## src/rtl/pwr_seq_pkg.sv

```systemverilog
// Shared types, defaults and sizing helper for the rail power sequencer.
package pwr_seq_pkg;

    localparam int unsigned DEF_N_RAILS = 4;
    localparam int unsigned DEF_DEB_CYC = 8;
    localparam int unsigned DEF_TMO_CYC = 1000;
    localparam int unsigned DEF_DLY_CYC = 16;

    typedef enum logic [2:0] {
        ST_IDLE     = 3'd0,
        ST_RAMP     = 3'd1,
        ST_DELAY_UP = 3'd2,
        ST_ON       = 3'd3,
        ST_DOWN     = 3'd4,
        ST_FAULT    = 3'd5
    } seq_state_e;

    // Shared delay/timeout counter must hold the larger of the two limits.
    function automatic int unsigned cnt_width(input int unsigned tmo, input int unsigned dly);
        return $clog2(((tmo > dly) ? tmo : dly) + 1);
    endfunction

endpackage

```

## src/rtl/pwr_sequencer_rail_debounce.sv

```systemverilog
// Per-rail consecutive-sample counter used both to qualify power-good and to detect its loss.
module rail_debounce #(
    parameter int unsigned DEB_CYC = 8
) (
    input  logic clk,
    input  logic arst_n,
    input  logic pg,
    input  logic arm,
    input  logic polarity,
    output logic hit
);
    localparam int unsigned DW = $clog2(DEB_CYC + 1);

    logic [DW-1:0] r_cnt;
    logic          w_match;

    // polarity=1 counts pg high (qualify), polarity=0 counts pg low (loss)
    assign w_match = arm && (pg == polarity);
    assign hit     = w_match && (r_cnt == DW'(DEB_CYC - 1));

    // Clearing on hit keeps a stale count from leaking across a polarity change.
    always_ff @(posedge clk or negedge arst_n) begin
        if (!arst_n) begin
            r_cnt <= '0;
        end else if (!w_match || hit) begin
            r_cnt <= '0;
        end else begin
            r_cnt <= r_cnt + DW'(1);
        end
    end

endmodule

```

## src/rtl/pwr_sequencer.sv

```systemverilog
// Ascending power-up / descending power-down rail sequencer with power-good monitoring and fault latch.
module pwr_sequencer
    import pwr_seq_pkg::*;
#(
    parameter int unsigned N_RAILS = DEF_N_RAILS,
    parameter int unsigned DEB_CYC = DEF_DEB_CYC,
    parameter int unsigned TMO_CYC = DEF_TMO_CYC,
    parameter int unsigned DLY_CYC = DEF_DLY_CYC
) (
    input  logic                       clk,
    input  logic                       arst_n,
    input  logic                       start,
    input  logic                       stop,
    input  logic                       clr_fault,
    input  logic [N_RAILS-1:0]         pg,
    output logic [N_RAILS-1:0]         en,
    output logic                       all_good,
    output logic                       busy,
    output logic                       fault,
    output logic [$clog2(N_RAILS)-1:0] fault_rail
);
    localparam int unsigned IDX_W = $clog2(N_RAILS);
    localparam int unsigned CNT_W = cnt_width(TMO_CYC, DLY_CYC);

    seq_state_e         r_state, w_state_nxt;
    logic [IDX_W-1:0]   r_idx, w_idx_nxt;
    logic [CNT_W-1:0]   r_cnt, w_cnt_nxt;
    logic [N_RAILS-1:0] r_en, w_en_nxt;
    logic [IDX_W-1:0]   r_fault_rail, w_frail_nxt;
    logic               r_all_good, r_busy, r_fault;

    logic [N_RAILS-1:0] w_qual_arm, w_loss_arm, w_hit;
    logic               w_qual_hit, w_loss_any, w_tmo, w_dly_done, w_fault_det;
    logic [IDX_W-1:0]   w_loss_rail, w_fault_idx;

    // Rail idx qualifies in RAMP; rails below idx (or all rails in ON) are watched for loss.
    for (genvar g = 0; g < N_RAILS; g++) begin : g_rail
        assign w_qual_arm[g] = (r_state == ST_RAMP) && (r_idx == IDX_W'(g));
        assign w_loss_arm[g] = (r_state == ST_ON) ||
                               (((r_state == ST_RAMP) || (r_state == ST_DELAY_UP)) && (IDX_W'(g) < r_idx));
        rail_debounce #(.DEB_CYC(DEB_CYC)) u_deb (
            .clk      (clk),
            .arst_n   (arst_n),
            .pg       (pg[g]),
            .arm      (w_qual_arm[g] | w_loss_arm[g]),
            .polarity (w_qual_arm[g]),
            .hit      (w_hit[g])
        );
    end

    // Lowest-index lost rail is reported.
    always_comb begin
        w_loss_any  = 1'b0;
        w_loss_rail = '0;
        for (int unsigned j = 0; j < N_RAILS; j++) begin
            if (w_hit[j] && w_loss_arm[j] && !w_loss_any) begin
                w_loss_any  = 1'b1;
                w_loss_rail = IDX_W'(j);
            end
        end
    end

    assign w_qual_hit  = |(w_hit & w_qual_arm);
    assign w_tmo       = (r_cnt == CNT_W'(TMO_CYC - 1));
    assign w_dly_done  = (r_cnt == CNT_W'(DLY_CYC - 1));
    assign w_fault_det = w_loss_any || ((r_state == ST_RAMP) && w_tmo && !w_qual_hit);
    assign w_fault_idx = w_loss_any ? w_loss_rail : r_idx;

    // Next-state logic: fault detection overrides stop, which overrides forward progress.
    always_comb begin
        w_state_nxt = r_state;
        w_idx_nxt   = r_idx;
        w_en_nxt    = r_en;
        w_frail_nxt = r_fault_rail;
        w_cnt_nxt   = (&r_cnt) ? r_cnt : r_cnt + CNT_W'(1);

        if (w_fault_det) begin
            w_state_nxt = ST_FAULT;
            w_en_nxt    = '0;
            w_frail_nxt = w_fault_idx;
            w_cnt_nxt   = '0;
        end else begin
            case (r_state)
                ST_IDLE: begin
                    w_cnt_nxt = '0;
                    if (start && !stop) begin
                        w_state_nxt = ST_RAMP;
                        w_idx_nxt   = '0;
                        w_en_nxt    = N_RAILS'(1);
                    end
                end
                ST_RAMP: begin
                    if (stop) begin
                        w_state_nxt     = ST_DOWN;
                        w_en_nxt[r_idx] = 1'b0;
                        w_cnt_nxt       = '0;
                    end else if (w_qual_hit) begin
                        w_cnt_nxt   = '0;
                        w_state_nxt = (r_idx == IDX_W'(N_RAILS - 1)) ? ST_ON : ST_DELAY_UP;
                    end
                end
                ST_DELAY_UP: begin
                    if (stop) begin
                        w_state_nxt     = ST_DOWN;
                        w_en_nxt[r_idx] = 1'b0;
                        w_cnt_nxt       = '0;
                    end else if (w_dly_done) begin
                        w_state_nxt         = ST_RAMP;
                        w_idx_nxt           = r_idx + IDX_W'(1);
                        w_en_nxt[w_idx_nxt] = 1'b1;
                        w_cnt_nxt           = '0;
                    end
                end
                ST_ON: begin
                    w_cnt_nxt = '0;
                    if (stop) begin
                        w_state_nxt           = ST_DOWN;
                        w_idx_nxt             = IDX_W'(N_RAILS - 1);
                        w_en_nxt[N_RAILS - 1] = 1'b0;
                    end
                end
                ST_DOWN: begin
                    if (w_dly_done) begin
                        w_cnt_nxt = '0;
                        if (r_idx == '0) begin
                            w_state_nxt = ST_IDLE;
                        end else begin
                            w_idx_nxt           = r_idx - IDX_W'(1);
                            w_en_nxt[w_idx_nxt] = 1'b0;
                        end
                    end
                end
                ST_FAULT: begin
                    w_cnt_nxt = '0;
                    if (clr_fault && !start) begin
                        w_state_nxt = ST_IDLE;
                    end
                end
                default: begin
                    w_state_nxt = ST_IDLE;
                    w_en_nxt    = '0;
                    w_cnt_nxt   = '0;
                end
            endcase
        end
    end

    always_ff @(posedge clk or negedge arst_n) begin
        if (!arst_n) begin
            r_state      <= ST_IDLE;
            r_idx        <= '0;
            r_cnt        <= '0;
            r_en         <= '0;
            r_fault_rail <= '0;
            r_all_good   <= 1'b0;
            r_busy       <= 1'b0;
            r_fault      <= 1'b0;
        end else begin
            r_state      <= w_state_nxt;
            r_idx        <= w_idx_nxt;
            r_cnt        <= w_cnt_nxt;
            r_en         <= w_en_nxt;
            r_fault_rail <= w_frail_nxt;
            r_all_good   <= (w_state_nxt == ST_ON);
            r_busy       <= (w_state_nxt == ST_RAMP) || (w_state_nxt == ST_DELAY_UP) ||
                            (w_state_nxt == ST_DOWN);
            r_fault      <= (w_state_nxt == ST_FAULT);
        end
    end

    assign en         = r_en;
    assign all_good   = r_all_good;
    assign busy       = r_busy;
    assign fault      = r_fault;
    assign fault_rail = r_fault_rail;

endmodule

```

## config.mk

```make
export PLATFORM = sky130hd
export DESIGN_NAME = pwr_sequencer
export DESIGN_NICKNAME = d
export VERILOG_FILES = /design/src/rtl/pwr_seq_pkg.sv /design/src/rtl/pwr_sequencer_rail_debounce.sv /design/src/rtl/pwr_sequencer.sv
export SDC_FILE = /design/constraint.sdc
export NUM_CORES = 1
export LEC_CHECK = 0
export ABC_CLOCK_PERIOD_IN_PS = 6600
export BUFFER_PORTS_ARGS = -buffer_cell sky130_fd_sc_hd__buf_4
export CORE_ASPECT_RATIO = 1.75
export CORE_MARGIN = 1.5
export CORE_UTILIZATION = 45
export CTS_BUF_LIST = sky130_fd_sc_hd__clkbuf_8
export DETAILED_ROUTE_END_ITERATION = 10
export PLACE_DENSITY = 0.68
export SLEW_MARGIN = 25
export SYNTH_ARGS = -nofsm -noshare
export SYNTH_HDL_FRONTEND = slang
export SYNTH_SLANG_ARGS = --single-unit
```

## constraint.sdc

```tcl
create_clock -name clk -period 6.6 [get_ports clk]
set_clock_uncertainty 0.15 [all_clocks]
set_input_delay 1.65 -clock clk [delete_from_list [all_inputs] [get_ports clk]]
set_output_delay 1.65 -clock clk [all_outputs]
set_load 0.02 [all_outputs]
```

* Yosys cells after proc, flatten, opt, wreduce, memory -nomap -nowiden
Cells that the tools add are included.
Storage, ports and cells: input port bits 9, word-level logic and storage cells 193, output and inout port bits 9, bits in registers 40
Operators by class: bitwise gates (word level) 11, muxes and demuxes 54, order comparisons 10, reduce and logical (&&, ||, !) cells 61, eq/ne operators 37, add/subtract/negate cells 7
Operators with widths (number):
- $mux 10 | 6
- $mux 4 | 11
- $logic_and 1x1->1 | 30
- $mux 3 | 10
- $pmux 10 s3 | 1
- $mux 2 | 9
- $pmux 3 s6 | 1
- $add 4x1->4 const B | 4
- $eq 4x3->1 const B | 4
- $ne 3x3->1 const B | 5
- $pmux 3 s5 | 1
- $ne 2x2->1 const B | 7
- $and 4x4->4 | 3
- $eq 3x2->1 const B | 4
- $eq 3x3->1 const B | 4
- $logic_or 1x1->1 | 12
- $add 10x1->10 const B | 1
- $eq 10x10->1 const B | 1
- $eq 10x4->1 const B | 1
- $logic_not 1->1 | 10
- $mux 1 | 10
- $reduce_and 10->1 | 1
- $lt 2x3->1 const B | 3
- $not 4->4 | 2
- 25 further kinds | 39

* Logic depth before layout (Yosys ltp)
Gate-level depths: netlist (run 1).
word-level depth 23, gate-level depth with buffers 9, gate-level depth less buffers 8

* By module
Synthesis (run 1) repeated with hierarchy kept, for this count alone.
Unflattened totals: cell total of the unflattened synthesis 283, area total of the unflattened synthesis 2623.8 µm²
By module, submodules not included:
- pwr_sequencer | sequential area each 600.6 µm², cells each 211, area each 1833.0 µm², times used 1
- rail_debounce | sequential area each 100.1 µm², cells each 18, area each 197.7 µm², times used 4

* Worst setup path after synthesis (run 1)
OpenSTA, ideal clock, no wires.
kind input port to flip-flop, start point in pg[0], end point reg r_fault_rail[1], in the netlist fault_rail[1], stages 6, required time 6.331 ns, setup time 0.119 ns, path buffers 0, setup slack 3.134 ns, data arrival time 3.198 ns, cell sequence xnor2_1 -> nor3_1 -> a311o_1 -> or4_4 -> mux2_4 -> o21a_1
On the way: word-level cells in the longest chain between the ends 15, elaborated cells between the ends (all ways) 22, classes of those cells eq/ne (1); mux (7); bitwise (1); reduce/logical (13)
Ends and longest elaborated chain:
- from (decl) | RTL line pwr_sequencer.sv:15 | input logic [N_RAILS-1:0] pg,
- $eq 1x1->1 (*) | RTL line pwr_sequencer_rail_debounce.sv:18 | assign w_match = arm && (pg == polarity);
- $logic_and 1x1->1 (*) | RTL line pwr_sequencer_rail_debounce.sv:18
- $logic_and 1x1->1 (*) | RTL line pwr_sequencer_rail_debounce.sv:19 | assign hit = w_match && (r_cnt == DW'(DEB_CYC - 1));
- $logic_and 1x1->1 | RTL line pwr_sequencer.sv:56 | if (w_hit[j] && w_loss_arm[j] && !w_loss_any) begin
- $mux 1 | RTL line pwr_sequencer.sv:56
- $logic_not 1->1 | RTL line pwr_sequencer.sv:56
- $logic_and 1x1->1 | RTL line pwr_sequencer.sv:56
- $mux 1 | RTL line pwr_sequencer.sv:56
- $logic_not 1->1 | RTL line pwr_sequencer.sv:56
- $logic_and 1x1->1 | RTL line pwr_sequencer.sv:56
- $mux 1 | RTL line pwr_sequencer.sv:56
- $logic_not 1->1 | RTL line pwr_sequencer.sv:56
- $logic_and 1x1->1 | RTL line pwr_sequencer.sv:56
- $mux 2 or $mux 1 (tied branches) | RTL line pwr_sequencer.sv:56
- $mux 2 or $logic_or 1x1->1 (tied branches) | RTL line pwr_sequencer.sv:67, pwr_sequencer.sv:66
- to (signal assigned) | RTL line pwr_sequencer.sv:163 | r_fault_rail <= w_frail_nxt;
- to (decl) | RTL line pwr_sequencer.sv:29 | logic [IDX_W-1:0] r_fault_rail, w_frail_nxt;
Every way passes the cells marked *; elsewhere a longest branch is shown, timed or not. A chain may end at the register's enable or synchronous reset.

* Final worst setup path (run 1)
Ends and elaborated chain as after synthesis.

==> run metrics, run 1 <==
Post-Syn Area per Cell about 8.7 um2; antenna viol nets, final 0; 1st-iter DRT viols slightly below 80; die area between 6000 and 7000 um2; # DRC 0; Fill cells 504; postcts setup bufs 0; GR Util met2 between 30% and 40%; Hold-fix buffers, CTS 0; CP startpoint kind input pin; DR WL/cell 15.30 um; Rel. slew slack roughly half; sw frac about two fifths; crit path DAT about 3400 ps; PortBufs 17; final count of pins violating max slew 0; area used by multi-input combinational logic between 1000 and 1500 um2; internal power between 400 and 500 uW; GR peak layer met2; gr usage total 20.63%; clock group share of total power 24.9%; share of the synthesized area in the top cell type 39.94%; Max rail drop VDD about 130 uV; antenna violations before repair 0; post-DP HPWL 4.239 mm; Starting Density a little under half; Comb pwr share a little over a third; global placement routability congestion about 0.83; Fin. Hold Viols 0; # setup viols final 0; Final Cell Area 2804 um2; RSZ-0062 raised after global routing false; Mapped Cells 287; register share of total power between 30 and 40%; H-tree levels 2; dpl cells around 370; Reg clk slew, reported paths ~80 ps; global-route wire length before repair ~9.6 mm; PwrDens between 200 and 300 nW/um2; number of global-route vias before repair 2126; minimum clock period between 3000 and 4000 ps; sequential share of the synthesized area roughly 40%; largest net degree at the start of global routing 41; clk_lat worst skew roughly 300 ps; layout cells sized above 1 between 10% and 20%; total number of vias between 2000 and 2500; Max-cap violations 0; syn_nets ~310; Die Y between 100 and 150 um; Synth async-reset ratio 100.0%; Achievable Freq just under 0.3 GHz; top_reg_cell synth dfrtp_1; status complete, no violations; Gates resized, CTS repair 0; Slowest-stage cell, CP or4_4; Design Power around 800 uW; IO Count 18; CTS sink cnt 40; final WL approximately 5.8 mm; Slew @ Worst Pin 750.0 ps; DP Area 2693 um2; worst-path cell chain buf_4, xnor2_1, nor3_1, a311o_1, or4_4, mux2_4, o21a_1; Antenna Cells 0; final std cells w/o fill 377; synthesized area about 2500 um2; WP data required approximately 6600 ps; GR Util met3 approximately 3.2%; largest fanout on the critical path 4; post-synth top area cell dfrtp_1; DR vias/cell 5.658; Final nets about 320; WHS ~320 ps; slowest stage delay, CP 580 ps; GR Layer Usage met1 22.81%; num rows 35; Net Switching 306.0 uW; CTS tree yes; Final TNS setup 0 ps; number of synthesized flops with an enable pin 0; Detailed Routing Iterations Pass 1 4; Root Buffer clkbuf_8; kind of end point of the critical path register; GRT overflow 0; cts bufs inserted 5; Critical Setup Path Class in2reg; Min-Delay Path Class reg2reg; maximum clock path buffer count 2; dominant cells by area after synthesis dfrtp_1, nor2_1, ha_1, nand3_1, nor3_1; fin crit share a little over 50%; Leak about 1.2 nW; Core Footprint roughly 5300 um2; FF/Latch Area 1001 um2; chip width 59.41 um; Ys Warns 0; post-synth cell types 55; register bit total from synthesis 40; Area Overhead vs Synth 11.88%
==> layout make-up <==
cell class	count	share of cell area (%)
Sequential cell	40	35.70
Clock inverter	3	1.517
Timing Repair Buffer	18	4.819
Multi-Input combinational cell	231	51.41
Tap cell	74	3.302
Inverter	6	0.8032
Clock buffer	5	2.454
==> synth_stat cells (4+ instances only) <==
master and number:
xnor2_1 9, o21ai_0 9, dfrtp_1 40, nor2_1 41, nor2b_1 4, and2_1 4
inv_1 6, clkbuf_1 4, nand3_1 18, nand2_1 20, ha_1 12, nand2b_1 4
o22ai_1 5, nor3_1 18, or3_1 9, xor2_1 6, a21oi_1 17
==> worst max-delay path, delay by kind of cell <==
family                    cells  cell delay (ps)
muxes                         1              320
buffers and inverters         1              130
AOI/OAI and AO/OA             2              520
and+or+nand+nor               2              640
xor gates and xnor gates      1              150
==> layer usage <==
metal,routed length [um],up-vias
met5,0,-
met4,199,0
met3,250,14
met2,3001,53
met1,2316,1006
li1,-,1060
==> sequential cells by signal, summed over array words and instances, names as in the netlist <==
signal,flops
r_idx,2
r_cnt,10
all_good,1
r_state,3
busy,1
fault,1
fault_rail,2
g_rail.u_deb.r_cnt,16
en,4
==> placed cells by master, fill, tap and decap left out, types with 5 or more instances in the layout <==
master     n
a21oi_1   17
buf_4     18
clkbuf_8   5
dfrtp_1   40
ha_1      12
inv_1      6
nand2_1   20
nand3_1   18
nor2_1    41
nor3_1    18
o21ai_0    9
o22ai_1    5
or3_1      9
xnor2_1    9
xor2_1     6
==> power groups by stage <==
stage               combinational, mW  clock [mW]  sequential, mW
floorplan                       0.214           0           0.307
global placement                0.283           0           0.319
detailed placement              0.286           0           0.319
CTS                             0.288       0.205           0.315
global route                    0.318       0.214           0.319
finish                          0.288       0.200           0.315
==> metrics by stage <==
step	utilization [%]	setup WS (ps)
after CTS	52.92	3231
after floorplan	-	3134
after global placement	50.81	2940
after detailed placement	50.81	2923
final	52.92	3228
after global routing	52.92	2996
==> cells by family after synthesis <==
logic type                 after synthesis  share of synthesized area (%)
and+or+nand+nor                        142                          29.26
AOI/OAI and AO/OA                       60                          15.98
DFF                                     40                          39.94
buffers and inverters                   16                          2.546
xor gates and xnor gates                15                          5.242
adders and majority gates               12                          5.991
muxes                                    2                          1.048
==> worst paths after layout <==
path | startpoint | to | slack (ps) | cells after the start
max | pg[0] | fault_rail[1] | 3230 | 7
max in group asynchronous | arst_n | r_idx[1] | 4780 | 1
min in group asynchronous | arst_n | g_rail[2].u_deb.r_cnt[0] | 1170 | 1
min reg2reg | g_rail[3].u_deb.r_cnt[0] | g_rail[3].u_deb.r_cnt[0] | 320 | 1
max reg2reg | r_state[0] | r_state[2] | 3660 | 6
min | g_rail[3].u_deb.r_cnt[0] | g_rail[3].u_deb.r_cnt[0] | 320 | 1
Note: power is estimated with default switching activity, not from simulation.
==> run 2, diff against run 1 <==
Settings changed: ABC_AREA from default to 1, ABC_CLOCK_PERIOD_IN_PS 6600 to 3500.
Clock period 6.6 ns to 3.5 ns, I/O delays scaled along.
==> run metrics, run 2 <==
Gates resized, CTS repair 0 (unchanged); CTS sink cnt 40 (unchanged); Max rail drop VDD 391.8 uV (+210%); fin crit share 69.21%; number of global-route vias before repair 2128 (+0.094%); antenna viol nets, final 0 (unchanged); gr usage total 21.01% (+0.38 points); slowest stage delay, CP 510 ps (-70 ps); Antenna Cells 0 (unchanged); 1st-iter DRT viols 96 (+23%); Design Power 1.569 mW (+96%); most frequent cells after synthesis nor2_1, nand2_1, dfrtp_1, inv_1, nand3_1; clk_lat worst skew 290 ps (about the same); worst-path cell chain inv_1, ha_1, nand4_1, nand2_1, nand2_1, inv_1, nand4_1, nand2_1, nor2_4, nand2_4, inv_6, nand3_4, nor2_1; Worst path most repeated cell nand2_1; post-synth top area cell dfrtp_1; layout cells sized above 1 14.49% (+3.9 points); Slowest-stage cell, CP dfrtp_1; maximum clock path buffer count 2 (unchanged); largest fanout on the critical path 10 (+6); H-tree levels 2 (unchanged); Final Cell Area 2821 um2 (+0.62%); most frequent cells in the layout nor2_1, nand2_1, inv_1; global-route wire length before repair 9.666 mm (+0.65%); Synth async-reset ratio 100.0% (unchanged); Leak 1.407 nW (+18%); Ys Warns 0 (unchanged); top_reg_cell synth dfrtp_1; most frequent cell after synthesis nor2_1; final count of pins violating max slew 0 (unchanged); final std cells w/o fill 419 (+11%); share of the synthesized area in the top cell type 39.96% (about the same); Min-Delay Path Class reg2reg; global placement routability congestion 1.000 (+20%); total number of vias 2211 (+3.7%); num rows 35 (unchanged); CP startpoint kind register; Fin. Hold Viols 0 (unchanged); # DRC 0 (unchanged); Area Overhead vs Synth 12.64%; post-DP HPWL 4.431 mm (+4.5%); fin util 53.25% (+0.33 points); crit path DAT 2490 ps (-920 ps); Achievable Freq roughly 0.41 GHz; kind of end point of the critical path register; IO Count 18 (unchanged); dominant cells by area after synthesis dfrtp_1, nor2_1, nand2_1, ha_1, inv_1; reg2reg setup slack 1080 ps (-2580 ps); max reg flops 16 (unchanged); RSZ-0062 raised after global routing false; Post-Syn Area per Cell 7.803 um2 (-11%); Hold-fix buffers, CTS 0 (unchanged); final WL 5.729 mm (-0.68%); Slew @ Worst Pin 505.6 ps (-244.4 ps); GRT overflow 0 (unchanged); Rel. slew slack 66.29% (+16 points); Most flops, register g_rail.u_deb.r_cnt; DR WL/cell 13.67 um (-11%); Root Buffer clkbuf_8; Die Y 101.7 um (about the same); CTS tree yes; syn_nets 342 (+11%); Core Footprint 5299 um2 (unchanged); post-synth cell types 41 (-25%); Final TNS setup 0 ps (unchanged); Final nets 365 (+13%); Top delay family on crit path simple AND/OR/NAND/NOR gates; commonest non-fill, non-tap cell in the layout nor2_1; synthesized area 2505 um2 (about the same); PortBufs 17 (unchanged); Mapped Cells 321 (+12%); PwrDens 556.2 nW/um2 (+94%); register bit total from synthesis 40 (unchanged); die area 6041 um2 (about the same); CP bufs+invs 3 (+2); final worst slack 1078 ps (-2150 ps); Detailed Routing Iterations Pass 1 5 (+1); cts bufs inserted 5 (unchanged); Max-cap violations 0 (unchanged); WP data required 3570 ps (-3070 ps); Reg clk slew, reported paths 80 ps (about the same); postcts setup bufs 0 (unchanged); minimum clock period roughly 2400 ps; Critical Setup Path Class reg2reg; number of synthesized flops with an enable pin 0 (unchanged); chip width 59.40 um (about the same); sequential share of the synthesized area 39.96% (about the same); WHS 310.7 ps (-11.46 ps); DP Worst Slack 1013 ps (-1910 ps); dpl cells 411 (+11%); DR vias/cell 5.277 (-6.7%); DP Area 2714 um2 (+0.79%); Starting Density 47.27% (about the same); # setup viols final 0 (unchanged); status complete, no violations; antenna violations before repair 0 (unchanged); largest net degree at the start of global routing 41 (unchanged)
run 2: where the power goes:
group | switching (mW) | total, mW | internal, mW
Sequential | 0.0760 | 0.593 | 0.517
Clock | 0.162 | 0.371 | 0.209
Combinational | 0.400 | 0.606 | 0.205
run 2: final cells by class:
| class | instances | area [um2] |
|---|---|---|
| fillers | 503 | 2477 |
| multi-input cells | 237 | 1324 |
| flip-flops and latches | 40 | 1001 |
| inverters | 43 | 168.9 |
| repair buffers | 17 | 127.6 |
| well taps | 74 | 92.59 |
| clock buffers | 5 | 68.82 |
| clock inverters | 3 | 38.79 |
run 2: final timing paths:
check / start / end / depth (start not counted)
worst max-delay path: r_idx[0] / r_cnt[7] / 13
worst min-delay path: g_rail[2].u_deb.r_cnt[0] / g_rail[2].u_deb.r_cnt[0] / 1
worst max register to register: r_idx[0] / r_cnt[7] / 13
worst min register to register: g_rail[2].u_deb.r_cnt[0] / g_rail[2].u_deb.r_cnt[0] / 1
max in group asynchronous: arst_n / fault / 1
min in group asynchronous: arst_n / g_rail[1].u_deb.r_cnt[0] / 1
run 2: metal layers:
| layer | up-vias | routed length [um] | GRT usage [%] |
|---|---|---|---|
| met4 | 0 | 296 | 13.29 |
| met5 | - | 0 | 0 |
| met2 | 68 | 2988 | 35.42 |
| met3 | 25 | 243 | 3.831 |
| met1 | 1018 | 2201 | 23.58 |
| li1 | 1100 | - | - |
run 2: cell families (layout without fill, tap and decap cells):
family | count (synthesis) | count (layout) | share of synthesized area (%)
adders and majority gates | 12 | 12 | 5.994
xor gates and xnor gates | 7 | 7 | 2.448
DFF | 40 | 40 | 39.96
AOI/OAI and AO/OA | 45 | 45 | 11.19
and+or+nand+nor | 172 | 172 | 32.82
muxes | 1 | 1 | 0.3996
buffers and inverters | 44 | 68 | 7.193
